`src/rtl/z_core_alu_pkg.sv`:
```
// Shared definitions for the sequenced ALU-control decoder: RV32 opcode and
// funct fields, the extended operation codes, execution-unit and FSM state types.
// No ports; the decoder, the sequencer and the interface import this package.
package z_core_alu_pkg;

  localparam logic [6:0] OPC_LOAD   = 7'b0000011;
  localparam logic [6:0] OPC_STORE  = 7'b0100011;
  localparam logic [6:0] OPC_JAL    = 7'b1101111;
  localparam logic [6:0] OPC_JALR   = 7'b1100111;
  localparam logic [6:0] OPC_LUI    = 7'b0110111;
  localparam logic [6:0] OPC_AUIPC  = 7'b0010111;
  localparam logic [6:0] OPC_OP     = 7'b0110011;
  localparam logic [6:0] OPC_OP_IMM = 7'b0010011;
  localparam logic [6:0] OPC_BRANCH = 7'b1100011;

  localparam logic [6:0] F7_BASE   = 7'b0000000;
  localparam logic [6:0] F7_ALT    = 7'b0100000;
  localparam logic [6:0] F7_MULDIV = 7'b0000001;

  localparam logic [2:0] F3_ADD  = 3'b000;
  localparam logic [2:0] F3_SLL  = 3'b001;
  localparam logic [2:0] F3_SLT  = 3'b010;
  localparam logic [2:0] F3_SLTU = 3'b011;
  localparam logic [2:0] F3_XOR  = 3'b100;
  localparam logic [2:0] F3_SR   = 3'b101;
  localparam logic [2:0] F3_OR   = 3'b110;
  localparam logic [2:0] F3_AND  = 3'b111;

  localparam logic [2:0] F3_BEQ  = 3'b000;
  localparam logic [2:0] F3_BNE  = 3'b001;
  localparam logic [2:0] F3_BLT  = 3'b100;
  localparam logic [2:0] F3_BGE  = 3'b101;
  localparam logic [2:0] F3_BLTU = 3'b110;
  localparam logic [2:0] F3_BGEU = 3'b111;

  localparam logic [4:0] INST_ADD     = 5'd0;
  localparam logic [4:0] INST_SUB     = 5'd1;
  localparam logic [4:0] INST_SLL     = 5'd2;
  localparam logic [4:0] INST_SLT     = 5'd3;
  localparam logic [4:0] INST_SLTU    = 5'd4;
  localparam logic [4:0] INST_XOR     = 5'd5;
  localparam logic [4:0] INST_SRL     = 5'd6;
  localparam logic [4:0] INST_SRA     = 5'd7;
  localparam logic [4:0] INST_OR      = 5'd8;
  localparam logic [4:0] INST_AND     = 5'd9;
  localparam logic [4:0] INST_BEQ     = 5'd10;
  localparam logic [4:0] INST_BNE     = 5'd11;
  localparam logic [4:0] INST_BLT     = 5'd12;
  localparam logic [4:0] INST_BGE     = 5'd13;
  localparam logic [4:0] INST_BLTU    = 5'd14;
  localparam logic [4:0] INST_BGEU    = 5'd15;
  localparam logic [4:0] INST_MUL     = 5'd16;
  localparam logic [4:0] INST_MULH    = 5'd17;
  localparam logic [4:0] INST_MULHSU  = 5'd18;
  localparam logic [4:0] INST_MULHU   = 5'd19;
  localparam logic [4:0] INST_DIV     = 5'd20;
  localparam logic [4:0] INST_DIVU    = 5'd21;
  localparam logic [4:0] INST_REM     = 5'd22;
  localparam logic [4:0] INST_REMU    = 5'd23;
  localparam logic [4:0] INST_ILLEGAL = 5'd31;

  // Latency counter sized for the largest legal MUL/DIV latency (64).
  localparam int CNT_W = $clog2(64 + 1);

  typedef enum logic [1:0] {
    UNIT_ALU = 2'd0,
    UNIT_MUL = 2'd1,
    UNIT_DIV = 2'd2
  } alu_unit_e;

  typedef enum logic [1:0] {
    IDLE = 2'd0,
    WAIT = 2'd1,
    DONE = 2'd2
  } state_e;

  // funct3 -> operation for register/immediate arithmetic with base funct7.
  function automatic logic [4:0] base_op(input logic [2:0] f3);
    case (f3)
      F3_ADD:  return INST_ADD;
      F3_SLL:  return INST_SLL;
      F3_SLT:  return INST_SLT;
      F3_SLTU: return INST_SLTU;
      F3_XOR:  return INST_XOR;
      F3_SR:   return INST_SRL;
      F3_OR:   return INST_OR;
      default: return INST_AND;
    endcase
  endfunction

endpackage

```
`src/rtl/z_core_alu_seq_ctrl_if.sv`:
```
// Decode-side and execute-side handshake bundle of the sequenced ALU-control decoder.
//   in_valid/in_ready, alu_op/alu_funct3/alu_funct7 : instruction from decode
//   out_valid/out_ready, alu_inst_type/alu_unit/illegal : result to execute
//   busy : a multi-cycle op is in flight
// master = decode/execute side, slave = the sequencer.
interface z_core_alu_seq_ctrl_if #(
  parameter int OP_W = 5
);
  logic            in_valid;
  logic            in_ready;
  logic [6:0]      alu_op;
  logic [2:0]      alu_funct3;
  logic [6:0]      alu_funct7;
  logic            out_valid;
  logic            out_ready;
  logic [OP_W-1:0] alu_inst_type;
  logic [1:0]      alu_unit;
  logic            illegal;
  logic            busy;

  modport master (
    output in_valid, alu_op, alu_funct3, alu_funct7, out_ready,
    input  in_ready, out_valid, alu_inst_type, alu_unit, illegal, busy
  );

  modport slave (
    input  in_valid, alu_op, alu_funct3, alu_funct7, out_ready,
    output in_ready, out_valid, alu_inst_type, alu_unit, illegal, busy
  );
endinterface

```
`src/rtl/z_core_alu_decode.sv`:
```
// Combinational RV32I/RV32M decoder into the extended ALU operation code.
//   alu_op_i, funct3_i, funct7_i : instruction fields
//   inst_type_o : operation code (INST_ILLEGAL for any rejected encoding)
//   unit_o      : execution unit (ALU for illegal encodings)
//   illegal_o   : encoding rejected
module z_core_alu_decode
  import z_core_alu_pkg::*;
#(
  parameter bit ENABLE_M = 1'b1
) (
  input  logic [6:0] alu_op_i,
  input  logic [2:0] funct3_i,
  input  logic [6:0] funct7_i,
  output logic [4:0] inst_type_o,
  output alu_unit_e  unit_o,
  output logic       illegal_o
);

  logic [4:0] inst;
  alu_unit_e  unit;
  logic       ill;

  always_comb begin
    inst = INST_ADD;
    unit = UNIT_ALU;
    ill  = 1'b0;
    case (alu_op_i)
      OPC_LOAD, OPC_STORE, OPC_JAL, OPC_JALR, OPC_LUI, OPC_AUIPC: inst = INST_ADD;
      OPC_OP: begin
        case (funct7_i)
          F7_BASE: inst = base_op(funct3_i);
          F7_ALT: begin
            if (funct3_i == F3_ADD)     inst = INST_SUB;
            else if (funct3_i == F3_SR) inst = INST_SRA;
            else                        ill  = 1'b1;
          end
          F7_MULDIV: begin
            if (ENABLE_M) begin
              inst = INST_MUL + {2'b00, funct3_i};
              // funct3[2] splits the M extension into multiply and divide halves.
              unit = funct3_i[2] ? UNIT_DIV : UNIT_MUL;
            end else begin
              ill = 1'b1;
            end
          end
          default: ill = 1'b1;
        endcase
      end
      OPC_OP_IMM: begin
        // funct7 is only an encoding field for shifts; elsewhere it is immediate bits.
        case (funct3_i)
          F3_SLL: begin
            if (funct7_i == F7_BASE) inst = INST_SLL;
            else                     ill  = 1'b1;
          end
          F3_SR: begin
            if (funct7_i == F7_BASE)     inst = INST_SRL;
            else if (funct7_i == F7_ALT) inst = INST_SRA;
            else                         ill  = 1'b1;
          end
          default: inst = base_op(funct3_i);
        endcase
      end
      OPC_BRANCH: begin
        case (funct3_i)
          F3_BEQ:  inst = INST_BEQ;
          F3_BNE:  inst = INST_BNE;
          F3_BLT:  inst = INST_BLT;
          F3_BGE:  inst = INST_BGE;
          F3_BLTU: inst = INST_BLTU;
          F3_BGEU: inst = INST_BGEU;
          default: ill  = 1'b1;
        endcase
      end
      default: ill = 1'b1;
    endcase
    if (ill) begin
      inst = INST_ILLEGAL;
      unit = UNIT_ALU;
    end
  end

  assign inst_type_o = inst;
  assign unit_o      = unit;
  assign illegal_o   = ill;

endmodule

```
`src/rtl/z_core_alu_seq_ctrl.sv`:
```
// Sequenced ALU-control decoder: decodes an accepted instruction, holds it for
// its unit latency, then presents the registered result to execute.
//   clk, rstn (async, active-low), flush (synchronous, drops everything)
//   bus : slave side of the decode/execute handshake bundle
//
// state | meaning
// IDLE  | nothing held, ready for an instruction
// WAIT  | multi-cycle op in flight, counter counting down to 1
// DONE  | result valid, waiting for execute to consume it
module z_core_alu_seq_ctrl
  import z_core_alu_pkg::*;
#(
  parameter bit ENABLE_M   = 1'b1,
  parameter int MUL_CYCLES = 2,
  parameter int DIV_CYCLES = 32,
  parameter int OP_W       = 5
) (
  input logic                 clk,
  input logic                 rstn,
  input logic                 flush,
  z_core_alu_seq_ctrl_if.slave bus
);

  logic [4:0]      dec_type;
  alu_unit_e       dec_unit;
  logic            dec_ill;
  logic [CNT_W-1:0] lat;

  state_e           state_q, state_d;
  logic [CNT_W-1:0] cnt_q, cnt_d;
  logic [OP_W-1:0]  type_q, type_d;
  alu_unit_e        unit_q, unit_d;
  logic             ill_q, ill_d;
  logic             in_ready;
  logic             accept;

  z_core_alu_decode #(.ENABLE_M(ENABLE_M)) u_decode (
    .alu_op_i    (bus.alu_op),
    .funct3_i    (bus.alu_funct3),
    .funct7_i    (bus.alu_funct7),
    .inst_type_o (dec_type),
    .unit_o      (dec_unit),
    .illegal_o   (dec_ill)
  );

  always_comb begin
    case (dec_unit)
      UNIT_MUL: lat = CNT_W'(MUL_CYCLES);
      UNIT_DIV: lat = CNT_W'(DIV_CYCLES);
      default:  lat = CNT_W'(1);
    endcase
  end

  always_comb begin
    state_d  = state_q;
    cnt_d    = cnt_q;
    type_d   = type_q;
    unit_d   = unit_q;
    ill_d    = ill_q;
    in_ready = 1'b0;
    case (state_q)
      IDLE:    in_ready = 1'b1;
      DONE:    in_ready = bus.out_ready;
      default: in_ready = 1'b0;
    endcase
    if (flush) in_ready = 1'b0;
    accept = bus.in_valid && in_ready;

    if (flush) begin
      state_d = IDLE;
      cnt_d   = '0;
    end else if (accept) begin
      // Covers both IDLE and the DONE back-to-back case: the held result is
      // consumed on this same edge.
      type_d  = OP_W'(dec_type);
      unit_d  = dec_unit;
      ill_d   = dec_ill;
      cnt_d   = lat - CNT_W'(1);
      state_d = (lat == CNT_W'(1)) ? DONE : WAIT;
    end else begin
      case (state_q)
        WAIT: begin
          cnt_d = cnt_q - CNT_W'(1);
          if (cnt_q == CNT_W'(1)) state_d = DONE;
        end
        DONE: begin
          if (bus.out_ready) state_d = IDLE;
        end
        default: state_d = state_q;
      endcase
    end
  end

  always_ff @(posedge clk or negedge rstn) begin
    if (!rstn) begin
      state_q <= IDLE;
      cnt_q   <= '0;
      type_q  <= '0;
      unit_q  <= UNIT_ALU;
      ill_q   <= 1'b0;
    end else begin
      state_q <= state_d;
      cnt_q   <= cnt_d;
      type_q  <= type_d;
      unit_q  <= unit_d;
      ill_q   <= ill_d;
    end
  end

  assign bus.in_ready      = in_ready;
  assign bus.out_valid     = (state_q == DONE);
  assign bus.busy          = (state_q == WAIT);
  assign bus.alu_inst_type = type_q;
  assign bus.alu_unit      = unit_q;
  assign bus.illegal       = ill_q;

endmodule
```
`src/flat_wrapper.sv`:
```
// flat-port wrapper written by rule: the top's interface ports become plain ports
module z_core_alu_seq_ctrl_flat import z_core_alu_pkg::*;
#(
  parameter bit ENABLE_M   = 1'b1,
  parameter int MUL_CYCLES = 2,
  parameter int DIV_CYCLES = 32,
  parameter int OP_W       = 5
)
  (clk, rstn, flush, bus_in_valid, bus_alu_op, bus_alu_funct3, bus_alu_funct7, bus_out_ready, bus_in_ready, bus_out_valid, bus_alu_inst_type, bus_alu_unit, bus_illegal, bus_busy);
  z_core_alu_seq_ctrl_if #(.OP_W(OP_W)) bus_i ();
  input logic clk;
  input logic rstn;
  input logic flush;
  input wire logic [$bits(bus_i.in_valid)-1:0] bus_in_valid;
  input wire logic [$bits(bus_i.alu_op)-1:0] bus_alu_op;
  input wire logic [$bits(bus_i.alu_funct3)-1:0] bus_alu_funct3;
  input wire logic [$bits(bus_i.alu_funct7)-1:0] bus_alu_funct7;
  input wire logic [$bits(bus_i.out_ready)-1:0] bus_out_ready;
  output wire logic [$bits(bus_i.in_ready)-1:0] bus_in_ready;
  output wire logic [$bits(bus_i.out_valid)-1:0] bus_out_valid;
  output wire logic [$bits(bus_i.alu_inst_type)-1:0] bus_alu_inst_type;
  output wire logic [$bits(bus_i.alu_unit)-1:0] bus_alu_unit;
  output wire logic [$bits(bus_i.illegal)-1:0] bus_illegal;
  output wire logic [$bits(bus_i.busy)-1:0] bus_busy;
  assign bus_i.in_valid = bus_in_valid;
  assign bus_i.alu_op = bus_alu_op;
  assign bus_i.alu_funct3 = bus_alu_funct3;
  assign bus_i.alu_funct7 = bus_alu_funct7;
  assign bus_i.out_ready = bus_out_ready;
  assign bus_in_ready = bus_i.in_ready;
  assign bus_out_valid = bus_i.out_valid;
  assign bus_alu_inst_type = bus_i.alu_inst_type;
  assign bus_alu_unit = bus_i.alu_unit;
  assign bus_illegal = bus_i.illegal;
  assign bus_busy = bus_i.busy;
  z_core_alu_seq_ctrl #(.ENABLE_M(ENABLE_M), .MUL_CYCLES(MUL_CYCLES), .DIV_CYCLES(DIV_CYCLES), .OP_W(OP_W)) u_core (.clk(clk), .rstn(rstn), .flush(flush), .bus(bus_i));
endmodule
```
`config.mk`:
```
export PLATFORM = sky130hd
export DESIGN_NAME = z_core_alu_seq_ctrl_flat
export DESIGN_NICKNAME = d
export VERILOG_FILES = /design/src/rtl/z_core_alu_pkg.sv /design/src/rtl/z_core_alu_seq_ctrl_if.sv /design/src/rtl/z_core_alu_decode.sv /design/src/rtl/z_core_alu_seq_ctrl.sv /design/src/flat_wrapper.sv
export SDC_FILE = /design/constraint.sdc
export NUM_CORES = 1
export LEC_CHECK = 0
export ABC_AREA = 1
export BUFFER_PORTS_ARGS = -buffer_cell sky130_fd_sc_hd__buf_2
export CAP_MARGIN = 10
export CORE_ASPECT_RATIO = 0.8
export CORE_MARGIN = 2
export CORE_UTILIZATION = 59
export CTS_CLUSTER_DIAMETER = 60
export DETAILED_ROUTE_END_ITERATION = 7
export GPL_ROUTABILITY_DRIVEN = 0
export PLACE_DENSITY_LB_ADDON = 0.12
export SYNTH_ARGS = -nofsm -noshare
export SYNTH_HDL_FRONTEND = slang
export SYNTH_SLANG_ARGS = --single-unit
```
`constraint.sdc`:
```
create_clock -name clk -period 4.35 [get_ports clk]
set_clock_uncertainty 0.2 [all_clocks]
set_input_delay 0.2175 -clock clk [delete_from_list [all_inputs] [get_ports clk]]
set_output_delay 0.2175 -clock clk [all_outputs]
set_load 0.02 [all_outputs]
```
==> results of run 1 <==
==> cell families after synthesis <==
group           share of synthesized area [%]
xor+xnor                                 1.66
flops                                    26.9
compound gates                           8.07
buf+inv                                  11.2
fa+ha+maj                                7.12
simple gates                             45.0
==> through the flow <==
step	cell area (µm²)	power [mW]	hold slack, ns	setup slack, ns	util [%]
after floorplan	1580	0.628	-0.278	2.42	-
final	1790	0.819	0.0293	2.30	71.5
after detailed placement	1750	0.736	-0.0398	2.20	70.0
after global placement	1750	0.727	-0.0424	2.28	70.0
after CTS	1790	0.824	0.0207	2.29	71.5
after global routing	1790	0.916	0.0778	2.06	71.5
==> worst min path at each step <==
stage                      from                           to  slack [ns]
after floorplan            rstn  u_core.bus.alu_inst_type[0]       -0.28
after global placement     rstn  u_core.bus.alu_inst_type[4]       -0.04
after detailed placement   rstn  u_core.bus.alu_inst_type[4]       -0.04
after CTS                 flush              u_core.cnt_q[6]        0.02
after global routing      flush            u_core.state_q[1]        0.08
final                     flush              u_core.cnt_q[6]        0.03
==> layout make-up <==
cell class	instances	share of cell area [%]
Multi-Input combinational cell	189	54.7
Sequential cell	17	23.8
Timing Repair Buffer	33	9.52
Inverter	38	7.98
Tap cell	36	2.52
Clock buffer	4	1.47
==> where the power goes <==
group          total [mW]  switching [mW]  internal (mW)
Combinational       0.457           0.291          0.167
Sequential          0.277          0.0484          0.229
Clock              0.0851          0.0495         0.0357
==> worst max-delay path, cell delays in order (launching register included) <==
cell and delay (ns):
dfrtp_1 0.43, inv_1 0.09, ha_1 0.22, nand2_1 0.06
nand2_1 0.06, nand2_1 0.05, inv_2 0.07, nand2_4 0.13
nand2_2 0.15, nor2_4 0.05, inv_2 0.16, o21ai_0 0.12
nor2_1 0.10, nor2_1 0.04
==> placed cells by master, fill, tap and decap left out, types with 5 or more instances in the layout <==
master	synthesis	layout
inv_1	31	31
inv_2	7	7
dfrtp_1	17	17
ha_1	9	9
nand3_1	30	30
nor2_2	5	5
nor2_1	24	24
o21ai_1	6	6
nand2_1	81	81
buf_2	1	32
o21ai_0	10	10
==> sequential cells by signal (all words and copies together) (netlist names) <==
name,flops
u_core.cnt_q,7
u_core.bus.alu_inst_type,5
u_core.bus.alu_unit,2
u_core.state_q,2
u_core.bus.illegal,1
==> metal layers <==
metal	wire, µm	part of all wire, %	global-route usage (%)	vias up
met3	215	6.6	4.90	2
met1	1790	55	36.4	696
met4	12	0.37	3.19	0
li1	-	-	-	846
met5	0	0	0	-
met2	1250	38	34.4	48
==> timing repair <==
item,in CTS,in global routing
endpoints found under the hold margin,17,0
setup buffers,0,0
hold buffers,1,0
resized for setup,0,0
==> impl_metrics.tcl, run 1 <==
set metrics [dict create \
    outcome "complete, no violations" \
    num_antenna_cells 0 \
    synthArstFlopShare_pct 100 \
    dp_hpwl_um 2560 \
    r2r-start "u_core.state_q[0]" \
    final_cells 317 \
    grt-ovfl-total 0 \
    drive_gt1_share_pct 21.4 \
    grt_first_pass_wirelength_um 5550 \
    crit_fanout 18 \
    fmax_mhz 487 \
    max-cap-violations 0 \
    multiInputGateArea_um2 978 \
    r2r_setup_slack_ns 2.30 \
    clk_latency_ns 0.29 \
    yosys.area.top_type_share_pct 26.9 \
    clkTransAtPathRegs_ns 0.10 \
    leakagePower_nw 1.03 \
    worstSetupPathType "reg2reg" \
    cp.required_ns 4.34 \
    die_area_um2 3110 \
    synthToLayoutAreaGrowth_pct 13.1 \
    drtPass1Iterations 4 \
    cp-end-kind "flop" \
    vias_per_cell 5.02 \
    port_buffers 32 \
    fin_crit_sh_pct 47.2 \
    seqCellArea_um2 425 \
    finalSetupTns_ns 0 \
    fin_nets 313 \
    syn_inst 248 \
    synth-seq-cells 17 \
    htree_levels 1 \
    worst_r2r_path_depth 13 \
    fillers 219 \
    period_needed_ns 2.05 \
    startpoint "u_core.state_q[0]" \
    timing.rr.end "u_core.cnt_q[5]" \
    yosysTopAreaCell "dfrtp_1" \
    cts_made_buffers 3 \
    synth_warnings 0 \
    grt_max_degree 19 \
    hold_depth 4 \
    powerDensity_nw_per_um2 458 \
    worst_slew_pin_slew_ns 0.373 \
    wl_per_cell_um 10.3 \
    dp.cells 312 \
    crit_end "u_core.cnt_q[5]" \
    avgSynthCellArea_um2 6.38 \
    rsz0062_at_grt "false" \
    cts-root-buf "clkbuf_4" \
    grt_pass1_vias 1321 \
    synthTopCellsByArea "dfrtp_1 27%, nand2_1 19%, nand3_1 9.5%" \
    cts_tree "done" \
    cts.sinks 17 \
    clock_path_buffers 2 \
    synth_top_flop_cell "dfrtp_1" \
    synth_area_um2 1580 \
    drtAntennaViolNets 0 \
    syn_nets 279 \
    grt_use_total_pct 23.5 \
    rows 16 \
    synth_common_cells "81 x nand2_1, 31 x inv_1, 30 x nand3_1, 24 x nor2_1, 17 x dfrtp_1" \
    drv_slew 0 \
    chipHeight_um 50.3 \
    hp-class "in2reg" \
    die_x_um 61.9 \
    cp_data_arrival_time_ns 2.04 \
    ios 33 \
    yosysSeqAreaShare_pct 26.9 \
    crit_path_start_kind "flop" \
    synthDistinctLibCells 28 \
    antenna_found_initial 0 \
    vias 1592 \
    drt-initial-drc-count 88 \
    setup_viol 0 \
    wl_um 3270 \
    max_slew_margin_pct 75.1 \
    ir_drop_v 0.000390 \
    yosysMostFrequentCell "nand2_1" \
    remaining_drc_errors 0 \
    hold_viol_final 0 \
    start_util_pct 63.2 \
    synth-edff-count 0 \
    core-area_um2 2500 \
]
Note: power is estimated with default switching activity, not from simulation.
==> run 2: changes to the inputs <==
Settings changed: CORE_UTILIZATION 59 to 55.
Clock period 4.35 ns to 2.1 ns, I/O delays scaled along.
==> impl_metrics.tcl, run 2 (same netlist as run 1, synthesis figures left out) <==
set metrics [dict create \
    outcome "complete, no violations" \
    fin_nets 318 \
    start_util_pct 57.6 \
    power_frac_comb_pct 57.3 \
    grt_max_degree 19 \
    wl_um 3470 \
    core-area_um2 2740 \
    drive_gt1_share_pct 22.7 \
    chipHeight_um 52.0 \
    fmax_mhz 517 \
    internal_power_mw 0.927 \
    seqPwrFrac_pct 32.8 \
    largest_reg_flops 7 \
    synthToLayoutAreaGrowth_pct 16.6 \
    cts_made_buffers 3 \
    powerDensity_nw_per_um2 943 \
    ir_drop_v 0.000736 \
    die_x_um 64.0 \
    max-cap-violations 0 \
    fillers 257 \
    drv_slew 0 \
    cp.required_ns 2.08 \
    grt-ovfl-total 0 \
    cts.sinks 17 \
    dp_hpwl_um 2650 \
    wl_per_cell_um 10.7 \
    vias 1631 \
    design_area_um2 1840 \
    grt_use_total_pct 22.8 \
    period_needed_ns 1.93 \
    p_sw_share_pct 46.7 \
    crit_fanout 18 \
    cts-root-buf "clkbuf_4" \
    max_flop_register "u_core.cnt_q" \
    remaining_drc_errors 0 \
    finalSetupTns_ns 0 \
    wl_met1_um 1850 \
    fin_crit_sh_pct 92.1 \
    critPathMostFrequentCell "nand2_1" \
    drt-initial-drc-count 94 \
    clockPowerShare_pct 9.9 \
    leakagePower_nw 1.05 \
    die_area_um2 3320 \
    critPathMaxStageDelay_ns 0.41 \
    cts_tree "done" \
    clkTransAtPathRegs_ns 0.10 \
    crit_chain "inv_1, ha_2, nand2_1, nand2_1, nand2_1, inv_2, nand2_8, nand2_2, nor2_4, inv_4, o21ai_0, nor2_1, nor2_1" \
    antenna_found_initial 0 \
    port_buffers 32 \
    final_common_cell "nand2_1" \
    rsz0062_at_grt "false" \
    hp-class "in2reg" \
    max_slew_margin_pct 74.1 \
    clock_path_buffers 2 \
    clk_latency_ns 0.29 \
    ios 33 \
    hold_viol_final 0 \
    vias_per_cell 5.03 \
    drtPass1Iterations 4 \
    met2RoutedLength_um 1330 \
    num_antenna_cells 0 \
    setup_viol 0 \
    grt_pass1_vias 1386 \
    wl_met3_um 288 \
    worst_slew_pin_slew_ns 0.389 \
    htree_levels 1 \
    rows 17 \
    p_switching_mw 0.812 \
    highest_layer "met4" \
    cp_data_arrival_time_ns 1.92 \
    most-common-layout-cells "81 x nand2_1, 32 x buf_2, 31 x inv_1, 30 x nand3_1, 24 x nor2_1" \
    crit_path_start_kind "flop" \
    worstSetupPathType "reg2reg" \
    grt_first_pass_wirelength_um 5950 \
    place_area_um2 1770 \
    slowest_stage "dfrtp_1" \
    cp-end-kind "flop" \
    drtAntennaViolNets 0 \
]
-- run 2: changes by cell type in the layout (fill, tap and decap cells not counted) --
cell,change
dlygate4sd3_1,+1
buf_4,+4
inv_2,-1
ha_1,-1
nand2_8,+1
nand2_4,-1
ha_2,+1
inv_4,+1
-- run 2: critical path: cells and delay by family, from the launching register on --
kind                       cells  cell delay [ns]
buffers and inverters          3             0.30
adders and majority gates      1             0.21
AOI/OAI and AO/OA              1             0.10
DFF                            1             0.41
and+or+nand+nor                8             0.60
-- run 2: repair_timing --
item,4_1_cts,5_1_grt
hold buffers,2,0
setup buffers,0,2
endpoints found under the hold margin,20,0
setup endpoints to repair,0,9
resized for setup,0,3
-- run 2: layout make-up --
class                   count  area (µm²)  share of cell area [%]
clock buffers               4        26.3                    1.42
multi-input cells         189         990                    53.7
repair buffers             38         210                    11.4
well taps                  38        47.5                    2.58
inverters                  38         145                    7.87
flip-flops and latches     17         425                    23.1
-- run 2: metal layers --
layer  vias up  global-route usage, %
met5         -                      0
met4         0                   3.62
met3         2                   4.55
met2        66                   33.7
met1       704                   34.7
li1        859                      -
-- run 2: final timing paths --
check	startpoint	end	slack (ns)	cells past startpoint
min reg2reg	u_core.bus.illegal	u_core.bus.illegal	0.29	2
max in group asynchronous	rstn	u_core.bus.illegal	1.35	2
min	bus_in_valid	u_core.bus.alu_unit[1]	0.02	4
max reg2reg	u_core.state_q[0]	u_core.cnt_q[5]	0.17	13
max	u_core.state_q[0]	u_core.cnt_q[5]	0.17	13
min in group asynchronous	rstn	u_core.cnt_q[6]	0.06	2
-- run 2: power by group through the flow --
stage | Sequential [mW] | Clock [mW] | Combinational [mW]
2_1_floorplan | 0.648 | 0 | 0.653
3_3_place_gp | 0.577 | 0 | 0.932
3_5_place_dp | 0.577 | 0 | 0.944
4_1_cts | 0.573 | 0.183 | 0.952
5_1_grt | 0.586 | 0.192 | 1.14
6_report | 0.570 | 0.173 | 0.996
-- run 2: through the flow --
stage	util, %	worst slack [ns]	power, mW	hold slack (ns)	cells
2_1_floorplan	-	0.168	1.30	-0.391	248
3_3_place_gp	64.5	0.0978	1.51	-0.151	316
3_5_place_dp	64.5	0.0859	1.52	-0.148	316
4_1_cts	66.2	0.0521	1.71	0.00915	322
5_1_grt	67.2	0.00447	1.92	0.0267	324
6_report	67.2	0.166	1.74	0.0216	324
==> run 3: changes to the inputs <==
Settings changed: ABC_AREA 1 to unset, CORE_UTILIZATION 55 to 54.
==> impl_metrics.tcl, run 3 <==
set metrics [dict create \
    max-cap-violations 0 \
    cts.sinks 17 \
    drv_slew 0 \
    chipHeight_um 50.2 \
    place_area_um2 1710 \
    vias 1453 \
    period_needed_ns 2.06 \
    grt_first_pass_wirelength_um 5910 \
    ios 33 \
    fin_nets 248 \
    wl_um 3520 \
    wl_per_cell_um 14.0 \
    yosysTopAreaCell "dfrtp_1" \
    syn_nets 198 \
    remaining_drc_errors 0 \
    port_buffers 32 \
    cp-end-kind "flop" \
    grt_pass1_vias 1379 \
    drtPass1Iterations 4 \
    antenna_found_initial 0 \
    leakagePower_nw 0.767 \
    max_slew_margin_pct 71.4 \
    largest_reg_flops 7 \
    grt_max_degree 18 \
    rsz0062_at_grt "true" \
    clock_path_buffers 2 \
    fmax_mhz 486 \
    fin_crit_sh_pct 98.1 \
    crit_fanout 3 \
    worstSetupPathType "in2reg" \
    design_area_um2 1780 \
    drive_gt1_share_pct 31.5 \
    crit_path_start_kind "primary input" \
    ir_drop_v 0.000410 \
    final_common_cell "buf_2" \
    num_antenna_cells 0 \
    drtAntennaViolNets 0 \
    setup_viol 0 \
    timing.rr.end "u_core.bus.alu_inst_type[0]" \
    cts_made_buffers 3 \
    cp_data_arrival_time_ns 2.08 \
    clkTransAtPathRegs_ns 0.10 \
    worst_slew_pin_slew_ns 0.429 \
    hold_viol_final 0 \
    synthDistinctLibCells 51 \
    synthArstFlopShare_pct 100 \
    place_ws_ns -0.238 \
    max_flop_register "u_core.cnt_q" \
    dp_hpwl_um 2760 \
    synth-seq-cells 17 \
    die_x_um 61.7 \
    yosysSeqAreaShare_pct 29.6 \
    core-area_um2 2480 \
    r2r_setup_slack_ns 0.16 \
    start_util_pct 57.9 \
    syn_inst 167 \
    clk_latency_ns 0.29 \
    synth_common_cells "19 x nor2_1, 17 x dfrtp_1, 13 x inv_1, 11 x nand2_1, 10 x a21oi_1" \
    vias_per_cell 5.77 \
    htree_levels 1 \
    drt-initial-drc-count 99 \
    hp-class "in2async" \
    r2r-start "u_core.state_q[0]" \
    synth_area_um2 1440 \
    powerDensity_nw_per_um2 437 \
    most-common-layout-cells "32 x buf_2, 18 x nor2_1, 18 x buf_4, 17 x dfrtp_1, 13 x inv_1" \
    synthToLayoutAreaGrowth_pct 24.1 \
    cts_tree "done" \
    worst_r2r_path_depth 6 \
    synth-edff-count 0 \
    rows 16 \
    grt-ovfl-total 0 \
    grt_use_total_pct 24.6 \
    synthTopCellsByArea "dfrtp_1 30%, ha_1 7.8%, nor2_1 5.0%" \
    yosys.area.top_type_share_pct 29.6 \
    yosysMostFrequentCell "nor2_1" \
    worst_slack_ns 0.0409 \
    die_area_um2 3090 \
    cp.required_ns 2.12 \
    synth_top_flop_cell "dfrtp_1" \
    avgSynthCellArea_um2 8.61 \
    outcome "complete, no violations" \
    synth_warnings 0 \
    cts-root-buf "clkbuf_4" \
]
## run 3: layout make-up
| class | count | area [µm²] |
|---|---|---|
| fill | 214 | 698 |
| timing repair buffer | 52 | 315 |
| clock inverter | 1 | 5.00 |
| multi-input combinational | 130 | 922 |
| inverter | 13 | 48.8 |
| clock buffer | 3 | 22.5 |
| sequential | 17 | 425 |
| tap | 36 | 45.0 |
## run 3: kinds of logic after synthesis
group / count (synthesis) / synth area share (%)
AO/OA/AOI/OAI: 49 / 24.4
XOR/XNOR: 6 / 3.66
adder cells (fa/ha/maj): 9 / 7.83
buffers and inverters: 20 / 7.83
flip-flops: 17 / 29.6
multiplexers: 2 / 1.48
AND/OR/NAND/NOR: 64 / 25.2
## run 3: worst max-delay path by stage
stage	from	to	slack, ns	depth (start not counted)
2_1_floorplan	bus_alu_op[3]	u_core.state_q[1]	0.02	11
3_3_place_gp	bus_alu_funct7[2]	u_core.state_q[1]	-0.14	11
3_5_place_dp	bus_alu_funct7[2]	u_core.state_q[1]	-0.24	11
4_1_cts	bus_alu_funct7[2]	u_core.state_q[1]	0.08	11
5_1_grt	bus_alu_funct7[2]	u_core.state_q[1]	-0.07	11
6_report	bus_alu_funct7[2]	u_core.cnt_q[5]	0.04	11
## run 3: power breakdown
part / switching [mW] / total (mW) / internal, mW / leakage [nW]
Sequential: 0.0172 / 0.363 / 0.346 / 0.206
Clock: 0.103 / 0.174 / 0.0709 / 0.0177
Combinational: 0.142 / 0.242 / 0.0993 / 0.544
## run 3: what timing repair did
action | CTS | global route
setup endpoints to repair | 0 | 9
setup buffers | 0 | 1
hold buffers | 2 | 0
endpoints found under the hold margin | 21 | 0
gates resized for setup | 0 | 5
## run 3: per-stage QoR
stage                     total power, mW  setup TNS (ns)  hold slack [ns]  utilization (%)  cells
after floorplan                     0.510               0           -0.391                -    167
after global placement              0.591          -0.458           -0.158             69.0    245
final                               0.779               0           0.0425             71.9    252
after CTS                           0.779               0           0.0491             70.9    251
after global routing                0.834          -0.108           0.0582             71.9    252
after detailed placement            0.602           -1.12           -0.150             69.0    245
## run 3: worst max-delay path, stage by stage
cell     delay, ns
buf_2         0.10
or3_1         0.37
nor3_2        0.16
nand3_1       0.14
nor3b_2       0.30
nand2_1       0.12
buf_4         0.15
ha_1          0.18
inv_1         0.05
ha_1          0.22
o22ai_1       0.17
## run 3: metal layers
metal	part of all wire, %	GRT usage, %	vias up
li1	-	-	709
met4	0.28	2.13	0
met2	46	38.6	59
met3	7.0	3.87	2
met5	0	0	-
met1	47	37.0	683
